## config.mk

```make
export PLATFORM = sky130hd
export DESIGN_NAME = spi_master_mc
export DESIGN_NICKNAME = d
export VERILOG_FILES = /design/src/rtl/spi_master_mc.sv
export SDC_FILE = /design/constraint.sdc
export NUM_CORES = 1
export LEC_CHECK = 0
export ABC_AREA = 1
export BUFFER_PORTS_ARGS = -buffer_cell sky130_fd_sc_hd__buf_2
export CORE_MARGIN = 2
export CORE_UTILIZATION = 50
export DETAILED_ROUTE_END_ITERATION = 10
export PLACE_DENSITY_LB_ADDON = 0.3
export SLEW_MARGIN = 20
export SYNTH_ARGS = -nofsm -noshare
export SYNTH_HDL_FRONTEND = slang
export SYNTH_SLANG_ARGS = --single-unit
```

## constraint.sdc

```tcl
create_clock -name clk -period 3 [get_ports clk]
set_input_delay 0.6 -clock clk [delete_from_list [all_inputs] [get_ports clk]]
set_output_delay 0.6 -clock clk [all_outputs]
set_load 0.01 [all_outputs]
```

## src/rtl/spi_master_mc.sv

```systemverilog
// Multi-chip-select SPI master: programmable SCLK divider, CPOL/CPHA modes, ready/valid input, CS gap.
// Define SPI_MASTER_MISO_EN to enable MISO readback on rd_valid/rd_data.
module spi_master_mc #(
  parameter int unsigned DATA_SIZE = 16,
  parameter int unsigned NUM_CS    = 2,
  parameter int unsigned CLK_DIV   = 2,
  parameter int unsigned CS_GAP    = 2,
  parameter int unsigned CPOL      = 0,
  parameter int unsigned CPHA      = 0,
  localparam int unsigned CSW      = (NUM_CS > 1) ? $clog2(NUM_CS) : 1
) (
  input  logic                 clk,
  input  logic                 reset,
  input  logic                 in_valid,
  output logic                 in_ready,
  input  logic [DATA_SIZE-1:0] in_data,
  input  logic [CSW-1:0]       in_cs_sel,
  output logic                 busy,
  output logic                 spi_clr_l,
  output logic [NUM_CS-1:0]    spi_cs_l,
  output logic                 spi_sclk,
  output logic                 spi_mosi,
  input  logic                 spi_miso,
  output logic                 rd_valid,
  output logic [DATA_SIZE-1:0] rd_data
);

  localparam int unsigned CNT_MAX  = (CLK_DIV > CS_GAP) ? CLK_DIV : CS_GAP;
  localparam int unsigned CNT_W    = $clog2(CNT_MAX + 1) + 1;
  localparam int unsigned BIT_W    = $clog2(DATA_SIZE) + 1;
  localparam int unsigned GAP_LAST = (CS_GAP > 0) ? CS_GAP - 1 : 0;

  if (CLK_DIV < 1) begin : g_bad_clk_div
    $error("spi_master_mc: CLK_DIV must be >= 1");
  end
  if (DATA_SIZE < 2) begin : g_bad_data_size
    $error("spi_master_mc: DATA_SIZE must be >= 2");
  end
  if (NUM_CS < 1) begin : g_bad_num_cs
    $error("spi_master_mc: NUM_CS must be >= 1");
  end

  typedef enum logic [2:0] {IDLE, SETUP, SHIFT, HOLD, GAP} state_t;

  state_t               state, state_n;
  logic [CNT_W-1:0]     div_cnt, div_cnt_n;
  logic [BIT_W-1:0]     bit_cnt, bit_cnt_n;
  logic                 phase, phase_n;
  logic [DATA_SIZE-1:0] tx_sr, tx_sr_n;
  logic                 in_ready_n, busy_n, sclk_n, mosi_n;
  logic [NUM_CS-1:0]    cs_l_n;
  logic                 div_last;
  logic                 sample_c, done_c;

  // State and registered outputs
  always_ff @(posedge clk) begin
    if (reset) begin
      state     <= IDLE;
      div_cnt   <= '0;
      bit_cnt   <= '0;
      phase     <= 1'b0;
      tx_sr     <= '0;
      in_ready  <= 1'b0;
      busy      <= 1'b0;
      spi_clr_l <= 1'b0;
      spi_cs_l  <= '1;
      spi_sclk  <= 1'(CPOL);
      spi_mosi  <= 1'b0;
    end else begin
      state     <= state_n;
      div_cnt   <= div_cnt_n;
      bit_cnt   <= bit_cnt_n;
      phase     <= phase_n;
      tx_sr     <= tx_sr_n;
      in_ready  <= in_ready_n;
      busy      <= busy_n;
      spi_clr_l <= 1'b1;
      spi_cs_l  <= cs_l_n;
      spi_sclk  <= sclk_n;
      spi_mosi  <= mosi_n;
    end
  end

  // Next-state and next-output logic; phase=0 means the next SCLK edge is a leading edge
  always_comb begin
    state_n    = state;
    div_cnt_n  = div_cnt;
    bit_cnt_n  = bit_cnt;
    phase_n    = phase;
    tx_sr_n    = tx_sr;
    in_ready_n = in_ready;
    busy_n     = busy;
    cs_l_n     = spi_cs_l;
    sclk_n     = spi_sclk;
    mosi_n     = spi_mosi;
    sample_c   = 1'b0;
    done_c     = 1'b0;
    div_last   = (div_cnt == CNT_W'(CLK_DIV - 1));
    case (state)
      IDLE: begin
        in_ready_n = 1'b1;
        busy_n     = 1'b0;
        if (in_valid && in_ready) begin
          state_n    = SETUP;
          div_cnt_n  = '0;
          bit_cnt_n  = '0;
          phase_n    = 1'b0;
          in_ready_n = 1'b0;
          busy_n     = 1'b1;
          cs_l_n     = '1;
          for (int i = 0; i < int'(NUM_CS); i++) begin
            if (in_cs_sel == CSW'(i)) cs_l_n[i] = 1'b0;
          end
          if (CPHA == 0) begin
            mosi_n  = in_data[DATA_SIZE-1];
            tx_sr_n = in_data << 1;
          end else begin
            tx_sr_n = in_data;
          end
        end
      end
      SETUP, SHIFT: begin
        if (div_last) begin
          div_cnt_n = '0;
          sclk_n    = ~spi_sclk;
          state_n   = SHIFT;
          if (!phase) begin
            phase_n = 1'b1;
            if (CPHA != 0) begin
              mosi_n  = tx_sr[DATA_SIZE-1];
              tx_sr_n = tx_sr << 1;
            end else begin
              sample_c = 1'b1;
            end
          end else begin
            phase_n   = 1'b0;
            bit_cnt_n = bit_cnt + BIT_W'(1);
            if (CPHA != 0) begin
              sample_c = 1'b1;
            end else if (bit_cnt != BIT_W'(DATA_SIZE - 1)) begin
              mosi_n  = tx_sr[DATA_SIZE-1];
              tx_sr_n = tx_sr << 1;
            end
            if (bit_cnt == BIT_W'(DATA_SIZE - 1)) state_n = HOLD;
          end
        end else begin
          div_cnt_n = div_cnt + CNT_W'(1);
        end
      end
      HOLD: begin
        if (div_last) begin
          div_cnt_n = '0;
          cs_l_n    = '1;
          done_c    = 1'b1;
          if (CS_GAP == 0) begin
            state_n    = IDLE;
            in_ready_n = 1'b1;
            busy_n     = 1'b0;
          end else begin
            state_n = GAP;
          end
        end else begin
          div_cnt_n = div_cnt + CNT_W'(1);
        end
      end
      GAP: begin
        if (div_cnt == CNT_W'(GAP_LAST)) begin
          state_n    = IDLE;
          in_ready_n = 1'b1;
          busy_n     = 1'b0;
        end else begin
          div_cnt_n = div_cnt + CNT_W'(1);
        end
      end
      default: state_n = IDLE;
    endcase
  end

`ifdef SPI_MASTER_MISO_EN
  logic [DATA_SIZE-1:0] rx_sr;

  // Receive shift register; word is published on the CS-deassert edge
  always_ff @(posedge clk) begin
    if (reset) begin
      rx_sr    <= '0;
      rd_valid <= 1'b0;
      rd_data  <= '0;
    end else begin
      rd_valid <= done_c;
      if (sample_c) rx_sr <= {rx_sr[DATA_SIZE-2:0], spi_miso};
      if (done_c) rd_data <= rx_sr;
    end
  end
`else
  logic rx_unused;
  assign rx_unused = ^{spi_miso, sample_c, done_c};
  assign rd_valid  = 1'b0;
  assign rd_data   = '0;
`endif

endmodule
```

==> results_dict.tcl <==
set metrics [dict create \
    synthesis.area_per_instance_sq_um 6.50 \
    port_buffers 26 \
    status "finished, final reports clean" \
    synth_area_leader_cell "sky130_fd_sc_hd__dfxtp_1" \
    initialDrtViolationCount 86 \
    cts_made_buffers 5 \
    nFillCells 376 \
    die_h_microns 67.3 \
    stdcell_count 379 \
    h_tree_lvls 2 \
    final-hold-violation-count 0 \
    clock-sinks 34 \
    first_global_vias 1466 \
    layout.cells.most_common_list "sky130_fd_sc_hd__nand2_1 (112), sky130_fd_sc_hd__nor2_1 (36), sky130_fd_sc_hd__dfxtp_1 (34), sky130_fd_sc_hd__inv_1 (33), sky130_fd_sc_hd__buf_2 (26)" \
    wl_per_cell_microns 9.01 \
    remaining_drc_errors 0 \
    cts_buffer_depth 2 \
    areaGrowthSynthToFinish_pct 6.57 \
    timing.critical_path.slowest_stage_cell "sky130_fd_sc_hd__nor2_4" \
    cp_top_family "simple AND/OR/NAND/NOR gates" \
    power.leakage_nw 1.09 \
    tightest_slew_ns 0.770 \
    num_vias 1704 \
    ys_warn_count 0 \
    fp-row-count 22 \
    antenna_found_initial 0 \
    setup_viol 0 \
    worst_endpoint_data_arrival_time_ns 2.18 \
    syn-cell-area_sq_mm 0.00200 \
    synth_cells 308 \
    worst_path_required_time_ns 3.18 \
    timing.fmax_mhz 501 \
    layout.cells.most_common "sky130_fd_sc_hd__nand2_1" \
    io-pin-count 45 \
    cts-root-buf "sky130_fd_sc_hd__clkbuf_8" \
    grt_pass1_wl_microns 5950 \
    die_w_microns 67.3 \
    finalCritPeriodShare_pct 66.5 \
    worst_path_largest_cell_delay_ns 0.54 \
    min_period_ns 2.00 \
    synth.top_cell.area_share_pct 34.0 \
    initial_core_util_pct 53.4 \
    clk_pin_slew_worst_paths_ns 0.07 \
    gr-usage-all-layers_pct 17.4 \
    num-nets-final 355 \
    post_cts_buffers 0 \
    globalRouteOverflowTotal 0 \
    place.gp.congestion 0.792 \
    dp.final_hpwl_microns 2290 \
    final_max_slew_viol_count 0 \
    post_route_cells_drive_above_1_share_pct 18.1 \
    pwr_density_cell_mw_per_mm2 886 \
    critical_path.cell_chain "nor2_2, nor2_4, nand2_2, a21oi_2, nor2_4, nand2_1, nand2_1, nor2_2" \
    finalClockSkew_ns 0.00439 \
    tritoncts_clock_tree "yes" \
    synth_sequential_area_ratio_pct 34.0 \
    routed_via_density 4.50 \
    seqCellArea_sq_um 681 \
    multiInputGateArea_sq_mm 0.00104 \
    clock_insertion_delay_at_the_later_pin_of_the_skew_report_ns 0.29 \
    drv.max_cap_violation_count 0 \
    route.final.wire_length_microns 3410 \
    worstHoldPathType "reg -> reg" \
    cts_hold_buffers 0 \
    grt_max_degree 33 \
    cp_bufs_invs 0 \
    worst-r2r-setup-slack_ns 1.00 \
    synth_cell_types 26 \
    headroom_to_the_max_slew_limit_pct 48.4 \
    ant_nets 0 \
    unrepaired_setup_endpoints_after_global_routing "no" \
    path_class "reg -> reg" \
    ir_worst_vdd_v 0.000465 \
    first_drt_pass_iteration_count 4 \
    core_area_sq_mm 0.00374 \
    post_place_cells 371 \
    worstPathMaxFanout 32 \
    synth.area.top_cells "sky130_fd_sc_hd__dfxtp_1 (34%), sky130_fd_sc_hd__nand2_1 (21%), sky130_fd_sc_hd__buf_4 (7.5%)" \
    crit_path_end_kind "register" \
    die_outline_area_sq_mm 0.00452 \
    critical_path.startpoint_type "register" \
    cts_resized 0 \
    diodes 0 \
    final.setup.tns_ns 0 \
    synth_seq_cells 34 \
]
-- final cells by class --
| cell class | count | area share (%) |
|---|---|---|
| inverter | 35 | 6.28 |
| clock inverter | 1 | 0.235 |
| timing repair buffer | 26 | 6.10 |
| tap | 48 | 2.82 |
| clock buffer | 7 | 4.05 |
| multi-input combinational | 228 | 48.6 |
| sequential | 34 | 31.9 |
-- tightest hold or removal path, stage by stage (launching register included) --
cell                      delay [ns]
sky130_fd_sc_hd__dfxtp_1        0.31
sky130_fd_sc_hd__nand2_1        0.06
sky130_fd_sc_hd__a21oi_1        0.05
-- final timing paths --
check | startpoint | end | cells past startpoint
worst max-delay path | state[1] | tx_sr[14] | 8
worst min-delay path | busy | busy | 2
worst max register to register | state[1] | tx_sr[14] | 8
worst min register to register | busy | busy | 2
-- cells in the mapped netlist, drive strengths merged --
library cell	n
buf	27
o22ai	1
conb	1
nor2	55
dfxtp	34
clkinv	1
ha	4
inv	34
nor3	1
o221ai	1
a21boi	1
nand2	116
nand3	7
a21oi	11
xor2	1
nand4	2
o21ai	11
-- sequential cells by signal, summed over array words and instances (netlist names) --
name / flops
in_ready: 1
spi_mosi: 1
div_cnt: 3
bit_cnt: 5
phase: 1
tx_sr: 15
spi_clr_l: 1
busy: 1
spi_sclk: 1
spi_cs_l: 2
state: 3
-- through the flow --
| step | setup WS, ns | cell area [sq um] | total power (W) | hold WS [ns] | utilization [%] |
|---|---|---|---|---|---|
| finish | 1.00 | 2130 | 0.00189 | 0.461 | 57.0 |
| detailed placement | 0.998 | 2040 | 0.00155 | 0.452 | 54.5 |
| global placement | 1.01 | 2040 | 0.00154 | 0.449 | 54.5 |
| floorplan | 1.48 | 2060 | 0.00149 | 0.444 | - |
| CTS | 0.989 | 2130 | 0.00190 | 0.463 | 57.0 |
| global route | 0.754 | 2130 | 0.00208 | 0.492 | 57.0 |
-- power breakdown --
group          leakage, nW  switching [W]  internal, W
clock               0.0482       0.000163     0.000185
combinational        0.766       0.000570     0.000284
sequential           0.279      0.0000875     0.000599
total                 1.09       0.000821      0.00107
-- cells by family (layout without fill, tap and decap cells) --
| logic type | after synthesis | count (layout) | synth area share (%) |
|---|---|---|---|
| other cells | 1 | 17 | 0.187 |
| fa+ha+maj | 4 | 4 | 2.50 |
| buf+inv | 62 | 69 | 17.2 |
| xor+xnor | 1 | 1 | 0.438 |
| compound gates | 25 | 25 | 6.82 |
| simple gates | 181 | 181 | 38.8 |
| flops | 34 | 34 | 34.0 |
-- metal layers --
metal  vias up  GRT usage, %  share of wire (%)
met3         8          3.50                4.1
li1        937             -                  -
met1       727          21.0                 49
met5         -             0                  0
met4         0          11.7                2.9
met2        32          28.0                 44
Note: power is estimated with default switching activity, not from simulation.
